### config.mk
export PLATFORM = sky130hd
export DESIGN_NAME = hdlc_rx_framer
export DESIGN_NICKNAME = d
export VERILOG_FILES = /design/src/rtl/hdlc_pkg.sv /design/src/rtl/hdlc_rx_destuff.sv /design/src/rtl/hdlc_rx_framer.sv
export SDC_FILE = /design/constraint.sdc
export NUM_CORES = 1
export LEC_CHECK = 0
export BUFFER_PORTS_ARGS = -buffer_cell sky130_fd_sc_hd__buf_2
export CAP_MARGIN = 25
export CORE_MARGIN = 2
export CORE_UTILIZATION = 45
export CTS_CLUSTER_DIAMETER = 200
export DETAILED_ROUTE_END_ITERATION = 10
export SYNTH_ARGS = -nofsm -noshare
export SYNTH_HDL_FRONTEND = slang
export SYNTH_HIERARCHICAL = 1
export SYNTH_SLANG_ARGS = --single-unit
### constraint.sdc
create_clock -name Clk -period 3.9 [get_ports Clk]
set_clock_uncertainty 0.05 [all_clocks]
set_input_delay 0.195 -clock Clk [delete_from_list [all_inputs] [get_ports Clk]]
set_output_delay 0.195 -clock Clk [all_outputs]
set_load 0.05 [all_outputs]
### src/rtl/hdlc_pkg.sv
// Shared constants and types for the HDLC receive path.
//   FLAG_PATTERN  : window contents of an opening/closing flag (01111110)
//   ABORT_PATTERN : window contents of an abort (a 0 followed by seven 1s)
//   STUFF_ONES    : run of 1s after which the transmitter inserts a 0
//   rx_state_t    : frame state (IDLE, OPEN, DATA)
package hdlc_pkg;

   localparam logic [7:0] FLAG_PATTERN  = 8'h7E;
   localparam logic [7:0] ABORT_PATTERN = 8'h7F;
   localparam logic [2:0] STUFF_ONES    = 3'd5;

   typedef enum logic [1:0] {
      IDLE = 2'd0,
      OPEN = 2'd1,
      DATA = 2'd2
   } rx_state_t;

endpackage

### src/rtl/hdlc_rx_destuff.sv
// Zero removal and LSB-first byte assembly on the delayed receive stream.
//   clk_i       : clock, rising edge
//   rst_i       : synchronous reset, active-high
//   clear_i     : drops all partial state (held while no frame is open)
//   bit_i       : next bit of the delayed stream
//   bit_en_i    : bit_i is a data candidate this cycle
//   kept_o      : one-cycle strobe, a bit was kept (not a stuffed zero)
//   byte_done_o : one-cycle strobe, byte_o holds a completed byte
//   byte_o      : assembled byte, bit 0 = first kept bit
//   bit_cnt_o   : kept bits modulo 8 (0 means octet aligned)
module hdlc_rx_destuff
   import hdlc_pkg::*;
(
   input  logic       clk_i,
   input  logic       rst_i,
   input  logic       clear_i,
   input  logic       bit_i,
   input  logic       bit_en_i,
   output logic       kept_o,
   output logic       byte_done_o,
   output logic [7:0] byte_o,
   output logic [2:0] bit_cnt_o
);

   logic [2:0] ones_q, ones_d;
   logic [7:0] shift_q, shift_d;
   logic [2:0] bit_cnt_q, bit_cnt_d;
   logic       kept_q, kept_d;
   logic       done_q, done_d;

   always_comb begin
      ones_d    = ones_q;
      shift_d   = shift_q;
      bit_cnt_d = bit_cnt_q;
      kept_d    = 1'b0;
      done_d    = 1'b0;
      if (clear_i) begin
         ones_d    = '0;
         shift_d   = '0;
         bit_cnt_d = '0;
      end else if (bit_en_i) begin
         if (!bit_i && (ones_q == STUFF_ONES)) begin
            // Stuffed zero: dropped, only the run of ones restarts.
            ones_d = '0;
         end else begin
            // Saturate so a long run of ones cannot wrap back to 5.
            ones_d    = bit_i ? ((ones_q == 3'd7) ? ones_q : ones_q + 3'd1) : 3'd0;
            shift_d   = {bit_i, shift_q[7:1]};
            bit_cnt_d = bit_cnt_q + 3'd1;
            kept_d    = 1'b1;
            done_d    = (bit_cnt_q == 3'd7);
         end
      end
   end

   always_ff @(posedge clk_i) begin
      if (rst_i) begin
         ones_q    <= '0;
         shift_q   <= '0;
         bit_cnt_q <= '0;
         kept_q    <= 1'b0;
         done_q    <= 1'b0;
      end else begin
         ones_q    <= ones_d;
         shift_q   <= shift_d;
         bit_cnt_q <= bit_cnt_d;
         kept_q    <= kept_d;
         done_q    <= done_d;
      end
   end

   // The shift register holds the finished byte in the cycle the strobe is high.
   assign kept_o      = kept_q;
   assign byte_done_o = done_q;
   assign byte_o      = shift_q;
   assign bit_cnt_o   = bit_cnt_q;

endmodule

### src/rtl/hdlc_rx_framer.sv
// HDLC receive front-end: flag/abort detection, frame tracking, byte output.
//   Clk, Rst        : clock and synchronous active-high reset
//   Rx, Rx_Enable   : serial line (one bit per clock) and receiver enable
//   Rx_FlagDetect   : pulse, flag seen on the line
//   Rx_AbortDetect  : pulse, abort seen on the line
//   Rx_AbortSignal  : pulse, abort terminated an open frame
//   Rx_ValidFrame   : high while a frame is open
//   Rx_Data/WrBuff  : assembled byte and its write strobe
//   Rx_EoF          : pulse, frame closed by a flag
//   Rx_FrameError   : with Rx_EoF, frame was empty or not octet aligned
//   Rx_Overflow     : sticky, frame carried more than MAX_BYTES bytes
module hdlc_rx_framer
   import hdlc_pkg::*;
#(
   parameter int MAX_BYTES = 128,
   parameter int CNT_W     = 8
) (
   input  logic       Clk,
   input  logic       Rst,
   input  logic       Rx,
   input  logic       Rx_Enable,
   output logic       Rx_FlagDetect,
   output logic       Rx_AbortDetect,
   output logic       Rx_AbortSignal,
   output logic       Rx_ValidFrame,
   output logic [7:0] Rx_Data,
   output logic       Rx_WrBuff,
   output logic       Rx_EoF,
   output logic       Rx_FrameError,
   output logic       Rx_Overflow
);

   localparam logic [CNT_W-1:0] MAX_CNT = CNT_W'(MAX_BYTES);

   logic [7:0]       win_q, win_d;
   logic [7:0]       mask_q, mask_d;
   logic             flag_hit, abort_hit;
   logic             flag_q, abort_q;
   logic             bit_en, kept, byte_done;
   logic [7:0]       byte_val;
   logic [2:0]       bit_cnt;
   rx_state_t        state_q;
   logic             valid_q, abort_sig_q, eof_q, ferr_q, wr_q, ovf_q;
   logic [7:0]       data_q;
   logic [CNT_W-1:0] byte_cnt_q;

   // mask_q marks window positions that may still become data. Every bit
   // inside a detected flag/abort is unmarked, so pattern bits leaving the
   // window never reach the byte assembler.
   always_comb begin
      win_d     = 8'hFF;
      mask_d    = '0;
      flag_hit  = 1'b0;
      abort_hit = 1'b0;
      if (Rx_Enable) begin
         flag_hit  = (win_q == FLAG_PATTERN);
         abort_hit = (win_q == ABORT_PATTERN);
         win_d     = {win_q[6:0], Rx};
         mask_d    = (flag_hit || abort_hit) ? 8'h01 : {mask_q[6:0], 1'b1};
      end
   end

   always_ff @(posedge Clk) begin
      if (Rst) begin
         win_q   <= 8'hFF;
         mask_q  <= '0;
         flag_q  <= 1'b0;
         abort_q <= 1'b0;
      end else begin
         win_q   <= win_d;
         mask_q  <= mask_d;
         flag_q  <= flag_hit;
         abort_q <= abort_hit;
      end
   end

   assign bit_en = Rx_Enable && valid_q && mask_q[7] && !(flag_hit || abort_hit);

   hdlc_rx_destuff u_destuff (
      .clk_i       (Clk),
      .rst_i       (Rst),
      .clear_i     (state_q == IDLE),
      .bit_i       (win_q[7]),
      .bit_en_i    (bit_en),
      .kept_o      (kept),
      .byte_done_o (byte_done),
      .byte_o      (byte_val),
      .bit_cnt_o   (bit_cnt)
   );

   always_ff @(posedge Clk) begin
      if (Rst) begin
         state_q     <= IDLE;
         valid_q     <= 1'b0;
         abort_sig_q <= 1'b0;
         eof_q       <= 1'b0;
         ferr_q      <= 1'b0;
         wr_q        <= 1'b0;
         ovf_q       <= 1'b0;
         data_q      <= '0;
         byte_cnt_q  <= '0;
      end else begin
         abort_sig_q <= 1'b0;
         eof_q       <= 1'b0;
         ferr_q      <= 1'b0;
         wr_q        <= 1'b0;
         if (!Rx_Enable) begin
            state_q <= IDLE;
            valid_q <= 1'b0;
         end else begin
            // Byte output runs ahead of the state update so a byte finishing
            // alongside the closing decision is still written before Rx_EoF.
            if (byte_done && valid_q) begin
               if (byte_cnt_q == MAX_CNT) begin
                  ovf_q <= 1'b1;
               end else begin
                  wr_q       <= 1'b1;
                  data_q     <= byte_val;
                  byte_cnt_q <= byte_cnt_q + CNT_W'(1);
               end
            end
            case (state_q)
               IDLE: begin
                  if (flag_q) begin
                     state_q    <= OPEN;
                     valid_q    <= 1'b1;
                     byte_cnt_q <= '0;
                     ovf_q      <= 1'b0;
                  end
               end
               OPEN: begin
                  if (abort_q) begin
                     state_q     <= IDLE;
                     valid_q     <= 1'b0;
                     abort_sig_q <= 1'b1;
                  end else if (kept) begin
                     state_q <= DATA;
                  end
               end
               DATA: begin
                  if (abort_q) begin
                     state_q     <= IDLE;
                     valid_q     <= 1'b0;
                     abort_sig_q <= 1'b1;
                  end else if (flag_q) begin
                     state_q <= IDLE;
                     valid_q <= 1'b0;
                     eof_q   <= 1'b1;
                     ferr_q  <= (bit_cnt != 3'd0) || (byte_cnt_q == '0);
                  end
               end
               default: begin
                  state_q <= IDLE;
                  valid_q <= 1'b0;
               end
            endcase
         end
      end
   end

   assign Rx_FlagDetect  = flag_q;
   assign Rx_AbortDetect = abort_q;
   assign Rx_AbortSignal = abort_sig_q;
   assign Rx_ValidFrame  = valid_q;
   assign Rx_Data        = data_q;
   assign Rx_WrBuff      = wr_q;
   assign Rx_EoF         = eof_q;
   assign Rx_FrameError  = ferr_q;
   assign Rx_Overflow    = ovf_q;

endmodule

==> results.sh <==
export IMPL_wl_mm=4.205
export IMPL_min_to="Rx_WrBuff"
export IMPL_clock_sinks=58
export IMPL_cts_buffers=9
export IMPL_cp_startpoint="win_q[7]"
export IMPL_layout_drive_gt1_share_pct=15.47
export IMPL_rows=26
export IMPL_grt_pass1_vias=1538
export IMPL_met2_length_mm=1.851
export IMPL_p_switching_w=0.0002508
export IMPL_fin_crit_ps=1772
export IMPL_grt_max_degree=19
export IMPL_holdBufCountCts=1
export IMPL_cts_buffer_depth=2
export IMPL_ys_warnings_count=6
export IMPL_cts_setup_buffers=0
export IMPL_top_layer_used="met4"
export IMPL_die_h_um=75.84
export IMPL_clkLatencyLatePin_ps=330
export IMPL_synth_edff_count=0
export IMPL_num_antenna_cells=0
export IMPL_grtUsageTotal_pct=16.84
export IMPL_drtPass1Iterations=4
export IMPL_drt_iter0_markers=70
export IMPL_ys_seq_elements=58
export IMPL_wl_met3_um=119
export IMPL_cts_tree="built"
export IMPL_min_path_type="primary input to flip-flop"
export IMPL_synth_top_area_share_pct=50.00
export IMPL_yosys_top_cells_area="dfxtp_1, ha_1, nand2_1, a21oi_1, nand3_1"
export IMPL_hold_viol_final=0
export IMPL_area_delta_synth_final_pct=16.92
export IMPL_rsz0062_at_grt="no"
export IMPL_cts_root_buf="clkbuf_8"
export IMPL_p_clk_share_pct=52.0
export IMPL_ys_seq_area_share_pct=50.00
export IMPL_fp_dieW_um=75.84
export IMPL_synth_top_area_cell="dfxtp_1"
export IMPL_p_leak_nw=1.113
export IMPL_grt_pass1_wl_mm=7.058
export IMPL_swShare_pct=19.72
export IMPL_avgSynthCellArea_um2=9.402
export IMPL_endpoint_kind="flip-flop"
export IMPL_nets=288
export IMPL_syn_inst=247
export IMPL_power_frac_seq_pct=46.7
export IMPL_synthesis_nets=262
export IMPL_grt_overflow_total=0
export IMPL_syn_cell_area_um2=2322
export IMPL_tightest_slew_ps=486.1
export IMPL_cp_max_fo=7
export IMPL_synth_cell_type_count=45
export IMPL_crit_arrival_ps=1980
export IMPL_slew_headroom_pct=67.48
export IMPL_post_dp_hpwl_mm=2.844
export IMPL_start_kind="flip-flop"
export IMPL_ios=20
export IMPL_yosysMostFrequentCell="dfxtp_1"
export IMPL_power_internal_w=0.001021
export IMPL_antenna_found_initial=0
export IMPL_worstReg2RegEnd="u_destuff/ones_q[1]"
export IMPL_routedWlPerCell_um=12.08
export IMPL_clk_pin_slew_ps=70
export IMPL_synth_async_reset_ratio_pct=0
export IMPL_portBuffers=19
export IMPL_ir_worst_vdd_uv=265.4
export IMPL_dr_total_vias=1701
export IMPL_seqCellArea_um2=1161
export IMPL_maxSlewViolCount=0
export IMPL_cap_violations=0
export IMPL_synth_common_cells="dfxtp_1, nand2_1, a21oi_1, nand3_1, nor2_1"
export IMPL_start_util_pct=46.05
export IMPL_reg2reg_slack_ps=2130
export IMPL_path_class="flip-flop to flip-flop"
export IMPL_wl_met1_mm=2.141
export IMPL_finalSetupViolations=0
export IMPL_drc=0
export IMPL_hold_depth=2
export IMPL_combPwrFrac_pct=1.2
export IMPL_reg2reg_from="win_q[7]"
export IMPL_via_per_inst=4.888
export IMPL_rr_worst_depth=6
export IMPL_cts_resized=0
export IMPL_coreArea_um2=5042
export IMPL_multi_input_area_um2=1095
export IMPL_power_density_nw_per_um2=468.3
export IMPL_fmax_ghz=0.5643
export IMPL_nFillCells=485
export IMPL_ys_flop_type="dfxtp_1"
export IMPL_die_area_um2=5751
export IMPL_total_power_w=0.001271
export IMPL_fin_setup_tns_ps=0
export IMPL_min_from="Rst"
export IMPL_required_ps=4110
export IMPL_htree_levels=3
export IMPL_ant_nets=0
export IMPL_status="completed"
export IMPL_place_gp_congestion=0.7896
export IMPL_post_route_period_util_pct=45.44
power by group through the flow:
| stage | logic (W) | registers, W | clock network, W |
|---|---|---|---|
| 5_1_grt | 0.0000175 | 0.000594 | 0.000703 |
| 6_report | 0.0000156 | 0.000594 | 0.000662 |
| 3_5_place_dp | 0.0000151 | 0.000608 | 0 |
| 3_3_place_gp | 0.0000150 | 0.000608 | 0 |
| 4_1_cts | 0.0000159 | 0.000594 | 0.000672 |
| 2_1_floorplan | 0.00000933 | 0.000607 | 0 |
registers in the layout, summed over array words and instances (netlist names), 2 cells and up:
| name | cells |
|---|---|
| u_destuff/bit_cnt_o | 3 |
| win_q | 8 |
| mask_q | 8 |
| byte_cnt_q | 8 |
| Rx_Data | 8 |
| u_destuff/byte_o | 8 |
| u_destuff/ones_q | 3 |
| state_q | 2 |
routing by layer:
metal  track usage, %  vias to the layer above
li1                 -                      899
met1            21.06                      773
met2            26.05                       20
met3            4.365                        9
met4            9.942                        0
met5                0                        -
worst max path at each step:
stage / cells past startpoint / end / slack [ps]
finish: 6 / u_destuff/ones_q[1] / 2130
detailed placement: 6 / u_destuff/ones_q[0] / 2140
CTS: 6 / u_destuff/ones_q[0] / 2120
global route: 6 / u_destuff/ones_q[0] / 1930
floorplan: 5 / u_destuff/bit_cnt_o[0] / 2100
global placement: 6 / u_destuff/ones_q[1] / 2190
metrics by stage:
stage | instance area (µm²) | utilization (%) | setup WS, ps | cells | hold slack (ps)
after floorplan | 2322 | - | 2104 | 247 | 246.5
after global placement | 2472 | 49.03 | 2192 | 331 | 331.3
after detailed placement | 2472 | 49.03 | 2143 | 331 | 333.4
after CTS | 2715 | 53.85 | 2123 | 348 | 171.4
after global routing | 2715 | 53.85 | 1927 | 348 | 205.7
final | 2715 | 53.85 | 2128 | 348 | 179.8
cell type report:
cell class	count	area share, %
repair buffers	20	3.871
clock inverters	6	3.871
clock buffers	10	4.700
multi-input cells	175	40.32
flip-flops and latches	58	42.76
inverters	9	1.244
well taps	70	3.226
kinds of logic (layout without fill, tap and decap cells):
group | after synthesis | after routing | synth area share (%)
and+or+nand+nor | 111 | 111 | 25.49
DFF | 58 | 58 | 50.00
AOI/OAI and AO/OA | 41 | 41 | 10.83
buffers and inverters | 14 | 45 | 2.855
adders and majority gates | 11 | 11 | 5.927
muxes | 7 | 7 | 3.017
xor gates and xnor gates | 5 | 5 | 1.886
cell usage in the layout (no fill, tap or decap), types with 9 or more instances in the layout:
cell type | netlist | final
nand2b_1 | 13 | 13
clkbuf_8 | 0 | 9
and2_1 | 11 | 11
a21oi_1 | 19 | 19
dfxtp_1 | 58 | 58
ha_1 | 11 | 11
nand2_1 | 28 | 28
buf_2 | 2 | 19
nor2_1 | 15 | 15
nand3_1 | 17 | 17
worst max-delay path, cell delays in order, from the launching register on:
cell      delay [ps]
dfxtp_1          410
nand4b_1         160
nor2_1            90
nor2_1           370
nand2_1          160
or3_1            330
a21oi_1          140
No activity file was read; power rests on OpenSTA's default activity.
